<file path="config.mk">
export PLATFORM = sky130hd
export DESIGN_NAME = mem_port_arbiter
export DESIGN_NICKNAME = d
export VERILOG_FILES = /design/src/rtl/mem_port_arbiter.sv
export SDC_FILE = /design/constraint.sdc
export NUM_CORES = 1
export LEC_CHECK = 0
export BUFFER_PORTS_ARGS = -buffer_cell sky130_fd_sc_hd__buf_4
export CAP_MARGIN = 0
export CORE_AREA = 2 2 107 109
export CTS_CLUSTER_DIAMETER = 150
export DETAILED_ROUTE_END_ITERATION = 12
export DIE_AREA = 0 0 109 111
export GPL_TIMING_DRIVEN = 0
export PLACE_DENSITY = 0.76
export SYNTH_ARGS = -nofsm -noshare
export SYNTH_HDL_FRONTEND = slang
export SYNTH_SLANG_ARGS = --single-unit
</file>
<file path="constraint.sdc">
create_clock -name clk -period 1.4 [get_ports clk]
set_clock_uncertainty 0.1 [all_clocks]
set_input_delay 0.21 -clock clk [delete_from_list [all_inputs] [get_ports clk]]
set_output_delay 0.21 -clock clk [all_outputs]
set_load 0.1 [all_outputs]
</file>
<file path="src/rtl/mem_port_arbiter.sv">
// rtl/mem_port_arbiter.sv - round-robin sharing of one data-memory port between data and fetch requesters
// Reads hold the address for READ_LATENCY cycles; the owner gets a single-cycle rvalid.
module mem_port_arbiter #(
  parameter int          DATA_WIDTH   = 32,
  parameter int          READ_LATENCY = 1,
  parameter logic [1:0]  FETCH_TYPE   = 2'b10
) (
  input  logic                  clk,
  input  logic                  rst,
  input  logic                  d_valid,
  output logic                  d_ready,
  input  logic                  d_we,
  input  logic [1:0]            d_type,
  input  logic                  d_sign_ext,
  input  logic [DATA_WIDTH-1:0] d_addr,
  input  logic [DATA_WIDTH-1:0] d_wdata,
  output logic                  d_rvalid,
  output logic [DATA_WIDTH-1:0] d_rdata,
  input  logic                  i_valid,
  output logic                  i_ready,
  input  logic [DATA_WIDTH-1:0] i_addr,
  output logic                  i_rvalid,
  output logic [DATA_WIDTH-1:0] i_rdata,
  output logic                  mem_en,
  output logic                  mem_we,
  output logic [1:0]            mem_type,
  output logic                  mem_sign_ext,
  output logic [DATA_WIDTH-1:0] mem_addr,
  output logic [DATA_WIDTH-1:0] mem_wdata,
  input  logic [DATA_WIDTH-1:0] mem_rdata
);

  typedef enum logic {IDLE, WAIT} state_t;

  localparam logic [1:0] CNT_INIT = 2'(READ_LATENCY - 1);

  state_t                state_q, state_d;
  logic                  last_i_q, last_i_d;
  logic                  owner_i_q, owner_i_d;
  logic [1:0]            cnt_q, cnt_d;
  logic [DATA_WIDTH-1:0] hold_addr_q, hold_addr_d;
  logic [1:0]            hold_type_q, hold_type_d;
  logic                  hold_sext_q, hold_sext_d;
  logic                  d_win, i_win;

  // Data wins a tie unless it was the last port granted.
  assign d_win = d_valid && (!i_valid || last_i_q);
  assign i_win = i_valid && !d_win;

  always_comb begin
    state_d      = state_q;
    last_i_d     = last_i_q;
    owner_i_d    = owner_i_q;
    cnt_d        = cnt_q;
    hold_addr_d  = hold_addr_q;
    hold_type_d  = hold_type_q;
    hold_sext_d  = hold_sext_q;
    d_ready      = 1'b0;
    i_ready      = 1'b0;
    d_rvalid     = 1'b0;
    i_rvalid     = 1'b0;
    d_rdata      = '0;
    i_rdata      = '0;
    mem_en       = 1'b0;
    mem_we       = 1'b0;
    mem_type     = 2'b00;
    mem_sign_ext = 1'b0;
    mem_addr     = '0;
    mem_wdata    = '0;
    if (!rst) begin
      case (state_q)
        IDLE: begin
          if (d_win) begin
            d_ready      = 1'b1;
            mem_en       = 1'b1;
            mem_we       = d_we;
            mem_type     = d_type;
            mem_sign_ext = d_sign_ext;
            mem_addr     = d_addr;
            mem_wdata    = d_wdata;
            last_i_d     = 1'b0;
            if (!d_we) begin
              owner_i_d   = 1'b0;
              cnt_d       = CNT_INIT;
              state_d     = WAIT;
              hold_addr_d = d_addr;
              hold_type_d = d_type;
              hold_sext_d = d_sign_ext;
            end
          end else if (i_win) begin
            i_ready     = 1'b1;
            mem_en      = 1'b1;
            mem_type    = FETCH_TYPE;
            mem_addr    = i_addr;
            last_i_d    = 1'b1;
            owner_i_d   = 1'b1;
            cnt_d       = CNT_INIT;
            state_d     = WAIT;
            hold_addr_d = i_addr;
            hold_type_d = FETCH_TYPE;
            hold_sext_d = 1'b0;
          end
        end
        WAIT: begin
          mem_addr     = hold_addr_q;
          mem_type     = hold_type_q;
          mem_sign_ext = hold_sext_q;
          if (cnt_q == 2'd0) begin
            state_d = IDLE;
            if (owner_i_q) begin
              i_rvalid = 1'b1;
              i_rdata  = mem_rdata;
            end else begin
              d_rvalid = 1'b1;
              d_rdata  = mem_rdata;
            end
          end else begin
            cnt_d = cnt_q - 2'd1;
          end
        end
        default: state_d = IDLE;
      endcase
    end
  end

  always_ff @(posedge clk) begin
    if (rst) begin
      state_q     <= IDLE;
      last_i_q    <= 1'b1;
      owner_i_q   <= 1'b0;
      cnt_q       <= 2'd0;
      hold_addr_q <= '0;
      hold_type_q <= 2'b00;
      hold_sext_q <= 1'b0;
    end else begin
      state_q     <= state_d;
      last_i_q    <= last_i_d;
      owner_i_q   <= owner_i_d;
      cnt_q       <= cnt_d;
      hold_addr_q <= hold_addr_d;
      hold_type_q <= hold_type_d;
      hold_sext_q <= hold_sext_d;
    end
  end

endmodule
</file>
==> summary.md, run 1 <==
| Metric | Value |
|---|---|
| Area grow syn2layout | `205.6%` |
| Hold Fails Final Rpt | `0` |
| Post-DR wirelength/cell | `28.95 um` |
| Post-Synthesis Cells | `457` |
| FMAX | `460.7 MHz` |
| Crit path buf inv count | `3` |
| Initial core utilization | `28.50%` |
| IO Port Bufs | `271` |
| Hpwl dp | `12.14 mm` |
| Worst min path class | `in -> reg` |
| R2R Path End | `cnt_q[0]` |
| Failing checks | `setup timing` |
| Seq cells post-synth | `40` |
| Number of rows in the core area | `39` |
| Post-Syn Area | `3157 sq um` |
| Hold depth | `3` |
| Commonest non-fill, non-tap cell in the layout | `buf_4` |
| WP data arrival | `1860 ps` |
| Switching Fraction | `46.32%` |
| Period utilization | `155.1%` |
| Nets@finish | `919` |
| Critical path peak fanout | `5` |
| TritonCTS Buffers | `5` |
| DRT antenna net count | `0` |
| CTS Hold Buffers Added | `0` |
| Vias/cell | `6.064` |
| Worst R2R Path Depth | `8` |
| Die area | `12100 sq um` |
| Switching pwr | `0.003272 W` |
| WP data required | `1090 ps` |
| Crit-path max cell delay | `390 ps` |
| R2R Path Start | `state_q` |
| Main synth FF type | `dfxtp_1` |
| EDFF count, synth | `0` |
| Distinct cells, synth | `31` |
| # DRC | `0` |
| First-pass GRT wire length | `32.40 mm` |
| Drt total wl | `26.81 mm` |
| TritonCTS clock tree | `built` |
| Most frequent cells in the layout | `buf_4 (150), buf_12 (145), and2_4 (66)` |
| Maximum vdd ir drop | `0.5944 mV` |
| Die span in x | `109 um` |
| Global-route usage over all layers | `34.54%` |
| Share of total power in sequential cells | `19.1%` |
| RSZ-0062 raised after global routing | `true` |
| Post-Place Cells | `871` |
| Synth warn | `0` |
| Delay-heaviest family, CP | `buffers and inverters` |
| PwrDens | `732.0 nW/um^2` |
| Die Y | `111 um` |
| Share of layout cells above drive strength 1 | `76.76%` |
| Worst-Skew Late Latency | `290 ps` |
| Outcome | `finished with violations` |
| Grt ovf | `0` |
| Fin crit period | `2171 ps` |
| Dpl ws | `-631.2 ps` |
| Clock Sinks | `40` |
| Crit-path slowest cell | `dfxtp_4` |
| Vias | `5615` |
| Core area | `11080 sq um` |
| Max-slew headroom | `53.14%` |
| Power Internal | `0.003791 W` |
| Deepest clock path buffer count | `2` |
| DRT iter0 DRCs | `619` |
| I/O pin count | `273` |
| Clock power frac | `16.9%` |
| Startpoint types | `flop` |
| Hold_sp | `i_addr[19]` |
| Max Transition Viols Final | `0` |
| Most Frequent Cell on Critical Path | `buf_12` |
| Gp weighted congestion | `0.8448` |
| Comb pwr share | `64.1%` |
| WHS Endpoint | `hold_addr_q[19]` |
| Register-to-register setup slack | `-270 ps` |
| # H-tree levels | `2` |
| Asr flop ratio synth | `0%` |
| Post-route core utilization | `87.10%` |
| Setup TNS | `-84390 ps` |
| Setup slack after layout | `-770.7 ps` |
| Vias in the first global route | `5582` |
| Clk slew on worst S/H paths | `60 ps` |
| Synthesized Nets | `594` |
| Largest net degree at the start of global routing | `13` |
| Max-cap check violation count | `0` |
| Syn_area_per_cell | `6.908 sq um` |
| # setup viols final | `175` |
| # diodes | `0` |
| DR pass1 iterations | `4` |
| Layout filler cell count | `415` |
| Post-synthesis sequential area ratio | `25.37%` |
| Root Driver | `clkbuf_16` |
| Critical path class | `reg -> out` |
| Leakage dissipation | `3.950 nW` |
| Non-filler cells, final | `926` |
| Initial antenna violation count | `0` |
| Worst path cell trace | `nor2_4, and3_4, clkbuf_16, buf_12, a32oi_4, nand2_4, buf_12` |
| Worst-Margin Slew | `702.9 ps` |
| Critical Path Sink Type | `output pin` |
==> state kept, by name, indices dropped and copies added, names as in the netlist <==
signal,cells
hold_sext_q,1
last_i_q,1
cnt_q,2
owner_i_q,1
hold_addr_q,32
hold_type_q,2
state_q,1
==> synth_stat cells, drive strengths merged, types with 2 or more instances <==
| master | count | area share [%] |
|---|---|---|
| a211oi | 6 | 1.4 |
| a21oi | 64 | 10 |
| a32oi | 31 | 8.6 |
| and2 | 65 | 13 |
| and3 | 35 | 6.9 |
| buf | 25 | 5.6 |
| clkbuf | 24 | 2.9 |
| dfxtp | 40 | 25 |
| inv | 4 | 0.48 |
| nand2 | 71 | 8.5 |
| nand2b | 4 | 1.0 |
| nand3 | 34 | 5.4 |
| nand3b | 2 | 0.48 |
| nor2 | 12 | 1.5 |
| nor2b | 2 | 0.55 |
| o21ai | 30 | 4.8 |
==> worst max-delay path by stage <==
stage | slack [ps] | endpoint | depth (start not counted) | from
2_1_floorplan | -490 | mem_addr[31] | 6 | last_i_q
3_3_place_gp | -550 | mem_addr[20] | 7 | rst
3_5_place_dp | -630 | mem_addr[20] | 7 | rst
4_1_cts | -580 | mem_type[0] | 6 | last_i_q
5_1_grt | -750 | mem_addr[30] | 7 | state_q
6_report | -770 | mem_addr[30] | 7 | state_q
==> worst reg2reg max path, delay by kind of cell, from the launching register on <==
| kind | cells | cell delay, ps |
|---|---|---|
| buffers and inverters | 4 | 570 |
| flip-flops | 1 | 390 |
| AO/OA/AOI/OAI | 2 | 370 |
| AND/OR/NAND/NOR | 2 | 150 |
==> per-stage QoR <==
| step | hold WS (ps) | power, W | cell area, sq um |
|---|---|---|---|
| after floorplan | 243.6 | 0.003545 | 4144 |
| after global placement | 341.6 | 0.004327 | 6357 |
| after detailed placement | 354.5 | 0.004379 | 6357 |
| after CTS | 90.86 | 0.006503 | 9049 |
| after global routing | 111.4 | 0.007166 | 9648 |
| final | 96.61 | 0.007062 | 9648 |
==> repair_timing <==
item / in CTS / in global routing
pin swaps: 37 / 51
endpoints found under the setup margin: 174 / 175
resized for setup: 518 / 105
buffers inserted: 19 / 14
cloned: 14 / 6
==> logic make-up after synthesis <==
family	Yosys count	synth area share [%]
compound gates	136	27.43
flops	40	25.37
simple gates	226	37.46
mux	1	0.3171
fa+ha+maj	1	0.3963
buf+inv	53	9.037
==> layer usage <==
layer	vias up	share of wire, %	GRT usage [%]
li1	2284	-	-
met1	2720	34	37.37
met2	459	49	59.34
met3	152	10	10.05
met4	0	6.7	18.89
met5	-	0	0
==> power groups by stage <==
stage	Clock (W)	Combinational, W	Sequential (W)
final	0.00119	0.00453	0.00135
after global placement	0	0.00299	0.00133
after floorplan	0	0.00222	0.00133
after global routing	0.00120	0.00461	0.00135
after CTS	0.00117	0.00401	0.00132
after detailed placement	0	0.00304	0.00134
==> final cells by class <==
type,count,area (sq um),area share [%]
buffer,48,610.6,6.329
sequential,40,809.5,8.391
timing repair buffer,317,4378,45.38
clock inverter,1,6.256,0.06484
multi-input combinational,366,3505,36.32
inverter,4,17.52,0.1816
tap,143,178.9,1.854
clock buffer,7,142.6,1.478
No activity file was read; power rests on OpenSTA's default activity.
==> run 2: changes to the inputs <==
Settings changed: CORE_AREA 2 2 107 109 to 2 2 105 107, DIE_AREA 0 0 109 111 to 0 0 107 109.
Clock period 1.4 ns to 2.45 ns, I/O delays scaled along.
==> summary.md, run 2 (same netlist as run 1, synthesis figures left out) <==
| Metric | Value |
|---|---|
| # setup viols final | `0 (-100%)` |
| WP data required | `1980 ps (+890 ps)` |
| Largest net degree at the start of global routing | `12 (-1)` |
| Nets@finish | `871 (-5.2%)` |
| Number of rows in the core area | `38 (-2.6%)` |
| WP data arrival | `1850 ps (about the same)` |
| First-pass GRT wire length | `22.39 mm (-31%)` |
| Global-route usage over all layers | `23.81% (-11 points)` |
| Post-DR wirelength/cell | `16.88 um (-42%)` |
| # H-tree levels | `2 (unchanged)` |
| Switching Fraction | `50.56% (+4.2 points)` |
| # DRC | `0 (unchanged)` |
| Regs by FF count | `hold_addr_q (32), cnt_q (2), hold_type_q (2)` |
| IO Port Bufs | `271 (unchanged)` |
| Hold Fails Final Rpt | `0 (unchanged)` |
| Die area | `11660 sq um (-3.6%)` |
| DR pass1 iterations | `5 (+1)` |
| Max-slew headroom | `63.52% (+10 points)` |
| Fin crit period | `2318 ps` |
| Crit path buf inv count | `3 (unchanged)` |
| Grt ovf | `0 (unchanged)` |
| Leakage dissipation | `2.967 nW (-25%)` |
| Biggest register | `hold_addr_q` |
| Root Driver | `clkbuf_8` |
| Register cell area after layout | `802.0 sq um (-0.93%)` |
| Startpoint types | `flop` |
| Commonest non-fill, non-tap cell in the layout | `buf_4` |
| Multi-input combinational cell area | `2132 sq um (-39%)` |
| Worst min path class | `in -> reg` |
| Power Internal | `0.001372 W (-64%)` |
| Initial antenna violation count | `1 (+1)` |
| Clk slew on worst S/H paths | `80 ps (+20 ps)` |
| Critical path peak fanout | `10 (+5)` |
| Vias/cell | `5.232 (-14%)` |
| Hpwl dp | `11.34 mm (-6.6%)` |
| Max Transition Viols Final | `0 (unchanged)` |
| Critical path class | `reg -> out` |
| Layout filler cell count | `1017 (+150%)` |
| Die span in x | `107 um (-1.8%)` |
| Most frequent cells in the layout | `buf_4 (226), nand2_1 (70), a21oi_1 (62)` |
| Vias | `4578 (-18%)` |
| Crit-path max cell delay | `380 ps (about the same)` |
| Delay-heaviest family, CP | `buffers and inverters` |
| Crit-path slowest cell | `dfxtp_1` |
| DRT iter0 DRCs | `331 (-47%)` |
| Worst-Margin Slew | `547.2 ps (-155.7 ps)` |
| Worst path cell trace | `nand2b_1, and2_1, buf_6, buf_2, a32oi_1, nand2_1, buf_4` |
| Comb pwr share | `57.7% (-6.4 points)` |
| Critical Path Sink Type | `output pin` |
| TritonCTS Buffers | `5 (unchanged)` |
| Post-Place Cells | `868 (-0.34%)` |
| Worst-Skew Late Latency | `280 ps (about the same)` |
| Non-filler cells, final | `875 (-5.5%)` |
| Die Y | `109 um (-1.8%)` |
| Post-route core utilization | `53.87% (-33 points)` |
| PwrDens | `485.9 nW/um^2 (-34%)` |
| CTS Hold Buffers Added | `0 (unchanged)` |
| DRT antenna net count | `0 (unchanged)` |
| FMAX | `431.4 MHz` |
| RSZ-0062 raised after global routing | `false` |
| Setup TNS | `0 ps (+84390 ps)` |
| Deepest clock path buffer count | `2 (unchanged)` |
| Area grow syn2layout | `80.94%` |
| Initial core utilization | `29.77% (+1.3 points)` |
| Clock Sinks | `40 (unchanged)` |
| Share of total power in sequential cells | `27.1% (+8.0 points)` |
| Outcome | `finished clean` |
| Vias in the first global route | `4450 (-20%)` |
| Core area | `10600 sq um (-4.3%)` |
| Switching pwr | `0.001403 W (-57%)` |
| Gp weighted congestion | `0.9249 (+9.5%)` |
| Period utilization | `94.61%` |
| Number of flip-flops in the largest register | `32 (unchanged)` |
| Max-cap check violation count | `0 (unchanged)` |
| Setup bufs post-CTS | `0 (-19)` |
| Clock power frac | `15.2% (-1.7 points)` |
| Share of layout cells above drive strength 1 | `47.68% (-29 points)` |
| I/O pin count | `273 (unchanged)` |
| TritonCTS clock tree | `built` |
| Drt total wl | `14.77 mm (-45%)` |
| Maximum vdd ir drop | `0.2542 mV (-57%)` |
==> run 2: changes by cell type in the layout (fill, tap and decap cells not counted), moves of 34 or more <==
cell / previous run / this run
and2_1: 0 / 47
and2_4: 66 / 0
and3_1: 0 / 34
and3_4: 35 / 0
buf_12: 145 / 0
buf_4: 150 / 226
buf_6: 17 / 53
==> run 2: power groups by stage <==
stage / Clock, W / Combinational [W] / Sequential (W)
3_5_place_dp: 0 / 0.00155 / 0.000765
4_1_cts: 0.000428 / 0.00157 / 0.000751
2_1_floorplan: 0 / 0.00110 / 0.000756
6_report: 0.000421 / 0.00160 / 0.000753
5_1_grt: 0.000454 / 0.00168 / 0.000760
3_3_place_gp: 0 / 0.00153 / 0.000761
==> run 2: timing repair <==
item / 4_1_cts / 5_1_grt
gates cloned: 0 / 0
gates resized for setup: 43 / 35
endpoints found under the setup margin: 61 / 121
==> run 2: layout make-up <==
cell class,count,area share (%)
timing repair buffer,271,38.77
multi-input combinational,364,37.33
sequential,40,14.04
buffer,48,5.126
tap,140,3.067
clock buffer,6,1.271
inverter,4,0.2629
clock inverter,1,0.08762
antenna,1,0.04381
==> run 2: final timing paths <==
check	to	slack, ps	depth (start not counted)	startpoint
setup / recovery	mem_addr[9]	130	7	last_i_q
hold / removal	hold_addr_q[16]	230	3	i_addr[16]
setup reg to reg	hold_addr_q[2]	720	5	last_i_q
hold reg to reg	hold_sext_q	360	2	hold_sext_q
==> run 2: stage by stage <==
| step | area, sq um | total power (W) | setup slack, ps | hold slack, ps |
|---|---|---|---|---|
| 2_1_floorplan | 3196 | 0.001854 | -409.6 | 336.6 |
| 3_5_place_dp | 5405 | 0.002317 | 68.55 | 350.6 |
| 5_1_grt | 5712 | 0.002889 | 3.196 | 232.0 |
| 4_1_cts | 5629 | 0.002748 | 8.402 | 222.8 |
| 6_report | 5712 | 0.002775 | 132.0 | 231.5 |
| 3_3_place_gp | 5405 | 0.002292 | 101.0 | 343.7 |
==> run 2: tightest hold or removal path, cell delays in order <==
cell and delay [ps]:
buf_4 110, nand2_1 50, a21oi_1 50
==> run 2: routing by layer <==
layer	track usage, %	wire [um]
met1	28.04	5808
met2	43.90	7535
met3	3.766	1115
met4	8.071	314
met5	0	0
==> run 3: changes to the inputs <==
--- a/config.mk
+++ b/config.mk
@@ -9,8 +9,10 @@
 export CAP_MARGIN = 0
-export CORE_AREA = 2 2 105 107
+export CELL_PAD_IN_SITES_DETAIL_PLACEMENT = 1
+export CELL_PAD_IN_SITES_GLOBAL_PLACEMENT = 2
+export CORE_MARGIN = 2
+export CORE_UTILIZATION = 18
 export CTS_CLUSTER_DIAMETER = 150
 export DETAILED_ROUTE_END_ITERATION = 12
-export DIE_AREA = 0 0 107 109
 export GPL_TIMING_DRIVEN = 0
-export PLACE_DENSITY = 0.76
+export PLACE_DENSITY_LB_ADDON = 0.08
 export SYNTH_ARGS = -nofsm -noshare
--- a/constraint.sdc
+++ b/constraint.sdc
@@ -4,2 +4,2 @@
 set_output_delay 0.3675 -clock clk [all_outputs]
-set_load 0.1 [all_outputs]
+set_load 0.05 [all_outputs]
==> summary.md, run 3 (same netlist as run 1, synthesis figures left out) <==
| Metric | Value |
|---|---|
| Initial core utilization | `18.31% (-11 points)` |
| Nets@finish | `871 (unchanged)` |
| Critical Path Sink Type | `output pin` |
| WP data required | `1980 ps (about the same)` |
| Max-cap check violation count | `0 (unchanged)` |
| Number of flip-flops in the largest register | `32 (unchanged)` |
| Crit-path max cell delay | `340 ps (-40 ps)` |
| Deepest clock path buffer count | `2 (unchanged)` |
| Post-route core utilization | `32.96% (-21 points)` |
| Worst path cell trace | `nand2b_1, and2_1, buf_4, buf_2, a32oi_1, nand2_1, buf_4` |
| DR pass1 iterations | `4 (-1)` |
| DRT iter0 DRCs | `123 (-63%)` |
| # diodes | `0 (-1)` |
| Vias/cell | `4.624 (-12%)` |
| Global-route usage over all layers | `17.91% (-5.9 points)` |
| Max Transition Viols Final | `0 (unchanged)` |
| Die Y | `136.4 um (+25%)` |
| Die area | `18610 sq um (+60%)` |
| Worst R2R Path Depth | `5 (unchanged)` |
| WHS | `237.1 ps (+5.572 ps)` |
| Startpoint types | `flop` |
| # H-tree levels | `2 (unchanged)` |
| Largest net degree at the start of global routing | `15 (+3)` |
| CTS Hold Buffers Added | `0 (unchanged)` |
| # DRC | `0 (unchanged)` |
| Gp weighted congestion | `0.7510 (-19%)` |
| Leakage dissipation | `2.950 nW (-0.58%)` |
| TritonCTS clock tree | `built` |
| Outcome | `finished clean` |
| Die span in x | `136.4 um (+28%)` |
| Max-slew headroom | `59.20% (-4.3 points)` |
| Worst-Margin Slew | `612.0 ps (+64.80 ps)` |
| Setup TNS | `0 ps (unchanged)` |
| Initial antenna violation count | `0 (-1)` |
| Post-DR wirelength/cell | `18.08 um (+7.1%)` |
| FMAX | `431.5 MHz (about the same)` |
| Most Frequent Cell on Critical Path | `buf_4` |
| Hold Fails Final Rpt | `0 (unchanged)` |
| Area grow syn2layout | `79.98%` |
| Drt total wl | `17.35 mm (+17%)` |
| Hold depth | `3 (unchanged)` |
| I/O pin count | `273 (unchanged)` |
| Most frequent cells in the layout | `buf_4 (272), nand2_1 (70), and2_1 (65)` |
| Worst-Skew Late Latency | `290 ps (about the same)` |
| IO Port Bufs | `271 (unchanged)` |
| Number of rows in the core area | `48 (+26%)` |
| First-pass GRT wire length | `26.03 mm (+16%)` |
| Clk slew on worst S/H paths | `70 ps (about the same)` |
| Biggest register | `hold_addr_q` |
| Stages on the worst setup path | `7 (unchanged)` |
| RSZ-0062 raised after global routing | `false` |
| Hpwl dp | `13.68 mm (+21%)` |
| Fin crit period | `2317 ps (-0.6760 ps)` |
| WP data arrival | `1850 ps (about the same)` |
| # setup viols final | `0 (unchanged)` |
| Critical path class | `reg -> out` |
| Commonest non-fill, non-tap cell in the layout | `buf_4` |
| Regs by FF count | `hold_addr_q (32), cnt_q (2), hold_type_q (2)` |
| Maximum vdd ir drop | `0.2349 mV (-7.6%)` |
| Clock Sinks | `40 (unchanged)` |
| Core area | `17240 sq um (+63%)` |
| Root Driver | `clkbuf_16` |
| Grt ovf | `0 (unchanged)` |
| Share of layout cells above drive strength 1 | `44.63% (-3.1 points)` |
| Vias in the first global route | `4632 (+4.1%)` |
| Crit path buf inv count | `3 (unchanged)` |
| Delay-heaviest family, CP | `buffers and inverters` |
| Worst min path class | `in -> reg` |
| DRT antenna net count | `0 (unchanged)` |
| Period utilization | `94.59% (about the same)` |
| Vias | `4439 (-3.0%)` |
| Crit-path slowest cell | `dfxtp_2` |
| PwrDens | `482.9 nW/um^2 (-0.60%)` |
| TritonCTS Buffers | `5 (unchanged)` |
| Critical path peak fanout | `10 (unchanged)` |
| Setup bufs post-CTS | `0 (unchanged)` |
## run 3: power by group
group | switching, W | leakage [nW] | internal (W)
Combinational | 0.000774 | 2.54 | 0.000437
Clock | 0.000296 | 0.0804 | 0.000485
Sequential | 0.0000344 | 0.331 | 0.000718
## run 3: layout make-up
| class | instances | area (sq um) |
|---|---|---|
| Sequential cell | 40 | 802.0 |
| Inverter | 4 | 15.01 |
| Clock inverter | 3 | 46.29 |
| Fill cell | 2134 | 11550 |
| Tap cell | 225 | 281.5 |
| Multi-Input combinational cell | 364 | 2082 |
| Timing Repair Buffer | 271 | 2034 |
| Buffer | 48 | 295.3 |
| Clock buffer | 5 | 125.1 |
## run 3: repair_timing
action                                  in CTS  in global routing
gates resized for setup                      7                 20
hold endpoints to repair                     0                  0
endpoints found under the setup margin      53                119
## run 3: worst paths after layout
kind / startpoint / slack [ps] / end
setup reg to reg: last_i_q / 670 / hold_addr_q[2]
setup / recovery: last_i_q / 130 / mem_addr[10]
hold reg to reg: hold_sext_q / 370 / hold_sext_q
hold / removal: i_addr[14] / 240 / hold_addr_q[14]
## run 3: metal layers
| metal | GRT usage [%] | part of all wire [%] | vias to the layer above |
|---|---|---|---|
| met5 | 0 | 0 | - |
| met4 | 2.720 | 0.48 | 0 |
| met3 | 3.057 | 6.5 | 4 |
| met2 | 34.28 | 52 | 156 |
| met1 | 21.04 | 41 | 2110 |
| li1 | - | - | 2169 |
## run 3: worst min-delay path: cells and delay by family
kind                   cells  cell delay [ps]
AO/OA/AOI/OAI              1               50
buffers and inverters      1              110
AND/OR/NAND/NOR            1               40
## run 3: metrics by stage
step	area, sq um	setup slack, ps	instances	total power [W]
6_report	5682	132.6	960	0.002744
5_1_grt	5682	0.04974	960	0.002891
4_1_cts	5654	8.731	961	0.002770
3_5_place_dp	5473	96.49	953	0.001982
3_3_place_gp	5473	102.3	953	0.001959
2_1_floorplan	3157	137.6	457	0.001474
